<file path="src/rtl/mem_arbiter.sv">
// rtl/mem_arbiter.sv - round-robin arbiter sharing one line-wide memory port between two requesters
//
// Serializes cache-line transactions from two requesters onto a single
// enable/ack memory port. Port 0 is the instruction cache, port 1 the data
// cache. One transaction is in flight at a time; ties are broken against the
// port granted last. Transactions that see no mem_ack_i within TIMEOUT BUSY
// cycles are aborted and reported with err_o.
//
// Ports:
//   clk_i, rst_i                 clock (rising edge), synchronous active-low reset
//   reqN_i, weN_i                request (held until ackN_o) and write qualifier
//   addrN_i, wdataN_i            line address and write data of port N
//   ackN_o                       one-cycle completion pulse for port N
//   rdata_o                      read data, valid with the ack pulse of a read
//   err_o                        pulses with ackN_o when the transaction timed out
//   timeout_flag_o               sticky timeout indicator, cleared only by reset
//   mem_enable_o, mem_write_o    memory request (held until ack) and write qualifier
//   mem_addr_o, mem_data_o       memory address and write data
//   mem_ack_i, mem_data_i        memory completion pulse and read data

module mem_arbiter #(
    parameter int DATA_W  = 256,
    parameter int ADDR_W  = 32,
    parameter int TIMEOUT = 64
) (
    input  logic              clk_i,
    input  logic              rst_i,

    input  logic              req0_i,
    input  logic              we0_i,
    input  logic [ADDR_W-1:0] addr0_i,
    input  logic [DATA_W-1:0] wdata0_i,
    output logic              ack0_o,

    input  logic              req1_i,
    input  logic              we1_i,
    input  logic [ADDR_W-1:0] addr1_i,
    input  logic [DATA_W-1:0] wdata1_i,
    output logic              ack1_o,

    output logic [DATA_W-1:0] rdata_o,
    output logic              err_o,
    output logic              timeout_flag_o,

    input  logic [DATA_W-1:0] mem_data_i,
    input  logic              mem_ack_i,
    output logic [DATA_W-1:0] mem_data_o,
    output logic [ADDR_W-1:0] mem_addr_o,
    output logic              mem_enable_o,
    output logic              mem_write_o
);

    localparam int CNT_W = $clog2(TIMEOUT);
    localparam logic [CNT_W-1:0] CNT_LAST = CNT_W'(TIMEOUT - 1);

    typedef enum logic [1:0] {
        S_IDLE,
        S_BUSY,
        S_RESP
    } state_t;

    state_t            state_q,      state_d;
    logic              last_grant_q, last_grant_d;
    logic              grant_q,      grant_d;
    logic [CNT_W-1:0]  cnt_q,        cnt_d;
    logic              ack0_q,       ack0_d;
    logic              ack1_q,       ack1_d;
    logic              err_q,        err_d;
    logic              flag_q,       flag_d;
    logic [DATA_W-1:0] rdata_q,      rdata_d;
    logic              mem_en_q,     mem_en_d;
    logic              mem_wr_q,     mem_wr_d;
    logic [ADDR_W-1:0] mem_addr_q,   mem_addr_d;
    logic [DATA_W-1:0] mem_data_q,   mem_data_d;

    // Port that would win if a grant were issued this cycle: on a tie the
    // port that did not win last time, otherwise whichever port is asking.
    logic pick;
    assign pick = (req0_i && req1_i) ? ~last_grant_q : req1_i;

    always_comb begin
        state_d      = state_q;
        last_grant_d = last_grant_q;
        grant_d      = grant_q;
        cnt_d        = cnt_q;
        ack0_d       = 1'b0;
        ack1_d       = 1'b0;
        err_d        = 1'b0;
        flag_d       = flag_q;
        rdata_d      = rdata_q;
        mem_en_d     = mem_en_q;
        mem_wr_d     = mem_wr_q;
        mem_addr_d   = mem_addr_q;
        mem_data_d   = mem_data_q;

        case (state_q)
            S_IDLE: begin
                if (req0_i || req1_i) begin
                    grant_d      = pick;
                    last_grant_d = pick;
                    mem_en_d     = 1'b1;
                    mem_wr_d     = pick ? we1_i    : we0_i;
                    mem_addr_d   = pick ? addr1_i  : addr0_i;
                    mem_data_d   = pick ? wdata1_i : wdata0_i;
                    cnt_d        = '0;
                    state_d      = S_BUSY;
                end
            end

            S_BUSY: begin
                cnt_d = cnt_q + 1'b1;
                // An ack in the final cycle still completes normally.
                if (mem_ack_i || (cnt_q == CNT_LAST)) begin
                    mem_en_d = 1'b0;
                    mem_wr_d = 1'b0;
                    ack0_d   = ~grant_q;
                    ack1_d   = grant_q;
                    cnt_d    = '0;
                    state_d  = S_RESP;
                    if (mem_ack_i) begin
                        if (!mem_wr_q) begin
                            rdata_d = mem_data_i;
                        end
                    end else begin
                        err_d  = 1'b1;
                        flag_d = 1'b1;
                    end
                end
            end

            S_RESP: begin
                // Requests are not sampled here: the requester drops its
                // request at the edge that ends this cycle.
                state_d = S_IDLE;
            end

            default: begin
                state_d = S_IDLE;
            end
        endcase
    end

    always_ff @(posedge clk_i) begin
        if (!rst_i) begin
            state_q      <= S_IDLE;
            last_grant_q <= 1'b1;
            grant_q      <= 1'b0;
            cnt_q        <= '0;
            ack0_q       <= 1'b0;
            ack1_q       <= 1'b0;
            err_q        <= 1'b0;
            flag_q       <= 1'b0;
            rdata_q      <= '0;
            mem_en_q     <= 1'b0;
            mem_wr_q     <= 1'b0;
            mem_addr_q   <= '0;
            mem_data_q   <= '0;
        end else begin
            state_q      <= state_d;
            last_grant_q <= last_grant_d;
            grant_q      <= grant_d;
            cnt_q        <= cnt_d;
            ack0_q       <= ack0_d;
            ack1_q       <= ack1_d;
            err_q        <= err_d;
            flag_q       <= flag_d;
            rdata_q      <= rdata_d;
            mem_en_q     <= mem_en_d;
            mem_wr_q     <= mem_wr_d;
            mem_addr_q   <= mem_addr_d;
            mem_data_q   <= mem_data_d;
        end
    end

    assign ack0_o         = ack0_q;
    assign ack1_o         = ack1_q;
    assign err_o          = err_q;
    assign timeout_flag_o = flag_q;
    assign rdata_o        = rdata_q;
    assign mem_enable_o   = mem_en_q;
    assign mem_write_o    = mem_wr_q;
    assign mem_addr_o     = mem_addr_q;
    assign mem_data_o     = mem_data_q;

endmodule
</file>
<file path="config.mk">
export PLATFORM = sky130hd
export DESIGN_NAME = mem_arbiter
export DESIGN_NICKNAME = d
export VERILOG_FILES = /design/src/rtl/mem_arbiter.sv
export SDC_FILE = /design/constraint.sdc
export NUM_CORES = 1
export LEC_CHECK = 0
export ABC_AREA = 1
export CORE_AREA = 2 2 547 549
export DETAILED_ROUTE_END_ITERATION = 16
export DIE_AREA = 0 0 549 551
export HOLD_SLACK_MARGIN = 0.1
export PLACE_DENSITY_LB_ADDON = 0.05
export SYNTH_ARGS = -nofsm -noshare
export SYNTH_HDL_FRONTEND = slang
export SYNTH_SLANG_ARGS = --single-unit
export TNS_END_PERCENT = 5
</file>
<file path="constraint.sdc">
create_clock -name clk_i -period 2.1 [get_ports clk_i]
set_clock_uncertainty 0.2 [all_clocks]
set_input_delay 0.42 -clock clk_i [delete_from_list [all_inputs] [get_ports clk_i]]
set_output_delay 0.42 -clock clk_i [all_outputs]
set_load 0.05 [all_outputs]
</file>
==> flow_summary.toml <==
[status]
status = "complete, no violations"

[min_path]
min-delay-path-class = "in -> reg"
holdPathStages = 3

[clock_network]
cts_tree = "built"
clock_sinks = 560
clk_transition_reported_paths_ns = 0.06
clkLatencyLatePin_ns = 0.81
cts-root-buf = "clkbuf_16"
cts_inserted_buffers = 97
clockBufferDepth = 4
htree_levels = 3
postCtsSetupRepairBufs = 0

[placed_design]
place_area_um2 = 40800
dp_hpwl_um = 160000
post-place-ws_ns = -0.594
gp_congestion = 0.762
port_buffers = 1388

[sta]
whs_ns = 0.147
min_period_over_period_pct = 95.2
grt_setup_unrepaired = "yes"
slew_viol_final = 0
setup_ws_ns = 0.101
slew_headroom_pct = 69.5
tns_ns = 0
max_freq_mhz = 500
setup_viol = 0
min_period_ns = 2.00
timing.final.hold_violations = 0
worst_slew_pin_slew_ns = 0.456

[detailed_routing]
first_pass_iters = 5
wl_per_cell_um = 21.5
drtIter0Drc = 1107
drt_wl_total_um = 200000
ant_nets = 0
dr_total_vias = 29300
drc = 0
vias_per_cell = 3.14

[yosys]
syn_avg_cell_area_um2 = 7.15
synth_nets = 3935
synth.yosys.seq_area_share_pct = 50.6
netlist_area_um2 = 22100
ys_seq_elements = 560
netlist_instances = 3095
synth.distinct_cells = 21
yosys_warnings = 0
yosys.area.top_type = "dfxtp_1"
ys_top_cells_by_area = "dfxtp_1 51%, nor2_1 14%, nand2_1 10%, o21ai_0 10%, a21oi_1 6.7%"
synth_top_area_share_pct = 50.6

[floorplanning]
rows = 200
io_pins = 1389
die_h_um = 551
initial_core_util_pct = 7.47
die_area_um2 = 302000
dieWidth_um = 549
coreArea_um2 = 296000

[setup_path]
crit_chain = "buf_6"
r2r_cells = 8
slowest_delay_ns = 0.39
slowest_stage = "dfxtp_2"
crit_family = "flip-flops"
cp_num_buf_inv = 1
crit_type = "reg -> out"
cp.required_ns = 1.48
path_depth = 1
critical_path.max_fanout = 2
endpoint_kind = "output pin"
critPathArrivalTime_ns = 1.38
cp-start-kind = "flop"

[power_and_ir_drop]
pwr_density_cell_nw_per_um2 = 820
p_leak_nw = 21.7
ir_drop_mv = 0.595

[global_routing]
grt_overflow = 0
grt_max_degree = 67
grt_usage_pct = 12.7
grt_pass1_wl_um = 267000
antenna_found_initial = 103
grt_pass1_vias = 30900

[layout]
area_delta_synth_final_pct = 136
design_area_um2 = 52200
final_core_util_pct = 17.6
layout-drive-gt1-share_pct = 17.5
fin_nets = 6121

[run]
cap_violations = 0
-- logic make-up (layout without fill, tap and decap cells) --
group                    Yosys count  in the layout  synth area share, %
flip-flops                       560            560                 50.6
AND/OR/NAND/NOR                 1429           1429                 24.4
other                              0             35                    0
XOR/XNOR                           1              1               0.0396
buffers and inverters            263           2517                 5.86
adder cells (fa/ha/maj)            1              1               0.0565
AO/OA/AOI/OAI                    841            841                 19.0
-- area by class of cell --
type | instances | area (um^2)
antenna | 35 | 87.6
fill | 33800 | 244000
clock inverter | 15 | 143
inverter | 18 | 90.1
tap | 3939 | 4930
timing repair buffer | 2332 | 23000
sequential | 560 | 11300
multi-input combinational | 2272 | 9640
clock buffer | 152 | 2930
-- state kept, by name, indices dropped and copies added, names as in the netlist --
signal,cells
mem_data_o,256
cnt_q,6
mem_enable_o,1
state_q,2
grant_q,1
ack1_o,1
err_o,1
rdata_o,256
mem_write_o,1
ack0_o,1
last_grant_q,1
mem_addr_o,32
timeout_flag_o,1
-- metrics by stage --
stage,cells,total power [W]
finish,9323,0.0428
detailed placement,8368,0.0254
CTS,9287,0.0442
global route,9307,0.0452
global placement,8368,0.0254
floorplan,3095,0.0190
-- final timing paths --
kind / startpoint / end / slack, ns
max: mem_data_o[57] / mem_data_o[57] / 0.10
min: mem_data_i[105] / rdata_o[105] / 0.15
max reg2reg: last_grant_q / mem_data_o[94] / 0.15
min reg2reg: grant_q / ack1_o / 0.26
-- power breakdown --
group	internal, W	leakage (nW)	switching, W	total (W)
clock network	0.00970	1.51	0.00656	0.0163
registers	0.0118	4.63	0.000681	0.0125
logic	0.00550	15.6	0.00854	0.0140
-- cell usage in the layout (no fill, tap or decap), types with 2 or more instances in the layout --
master / n
a21oi_2: 2
clkbuf_1: 28
buf_12: 79
inv_8: 3
o21ai_1: 98
a21oi_1: 293
dfxtp_1: 514
buf_16: 2
nand2_2: 2
bufinv_16: 2
buf_4: 534
inv_1: 15
clkbuf_16: 100
o21ai_0: 447
clkbuf_8: 25
nor2_1: 810
clkinv_2: 8
nand2_1: 605
nand3_1: 8
buf_6: 115
clkdlybuf4s50_1: 837
dfxtp_2: 38
dlygate4sd3_1: 753
inv_6: 2
clkinv_4: 2
dfxtp_4: 8
buf_8: 11
diode_2: 35
-- timing repair --
action	in CTS	in global routing
resized for setup	217	9
hold endpoints to repair	559	0
cloned	0	1
endpoints found under the setup margin	133	9
hold buffers	753	0
-- per-layer routing --
| layer | share of wire (%) | track usage, % | vias to the layer above |
|---|---|---|---|
| met5 | 0.17 | 0 | - |
| met4 | 2.0 | 2.47 | 52 |
| met3 | 7.7 | 4.33 | 255 |
| met2 | 47 | 21.5 | 990 |
| met1 | 43 | 15.4 | 13500 |
| li1 | - | - | 14500 |
-- synthesized netlist by cell type --
cell type,count
o21ai_1,98
nand4_1,1
buf_4,16
xor2_1,1
a31oi_1,1
clkbuf_1,95
a21oi_1,295
nand3_1,8
buf_6,15
inv_1,16
buf_2,109
inv_2,2
o21ai_0,447
nor2_1,810
dfxtp_1,560
nand2_1,606
ha_1,1
buf_1,10
nor3_4,1
nor4_1,1
nand2_2,2
Note: power is estimated with default switching activity, not from simulation.
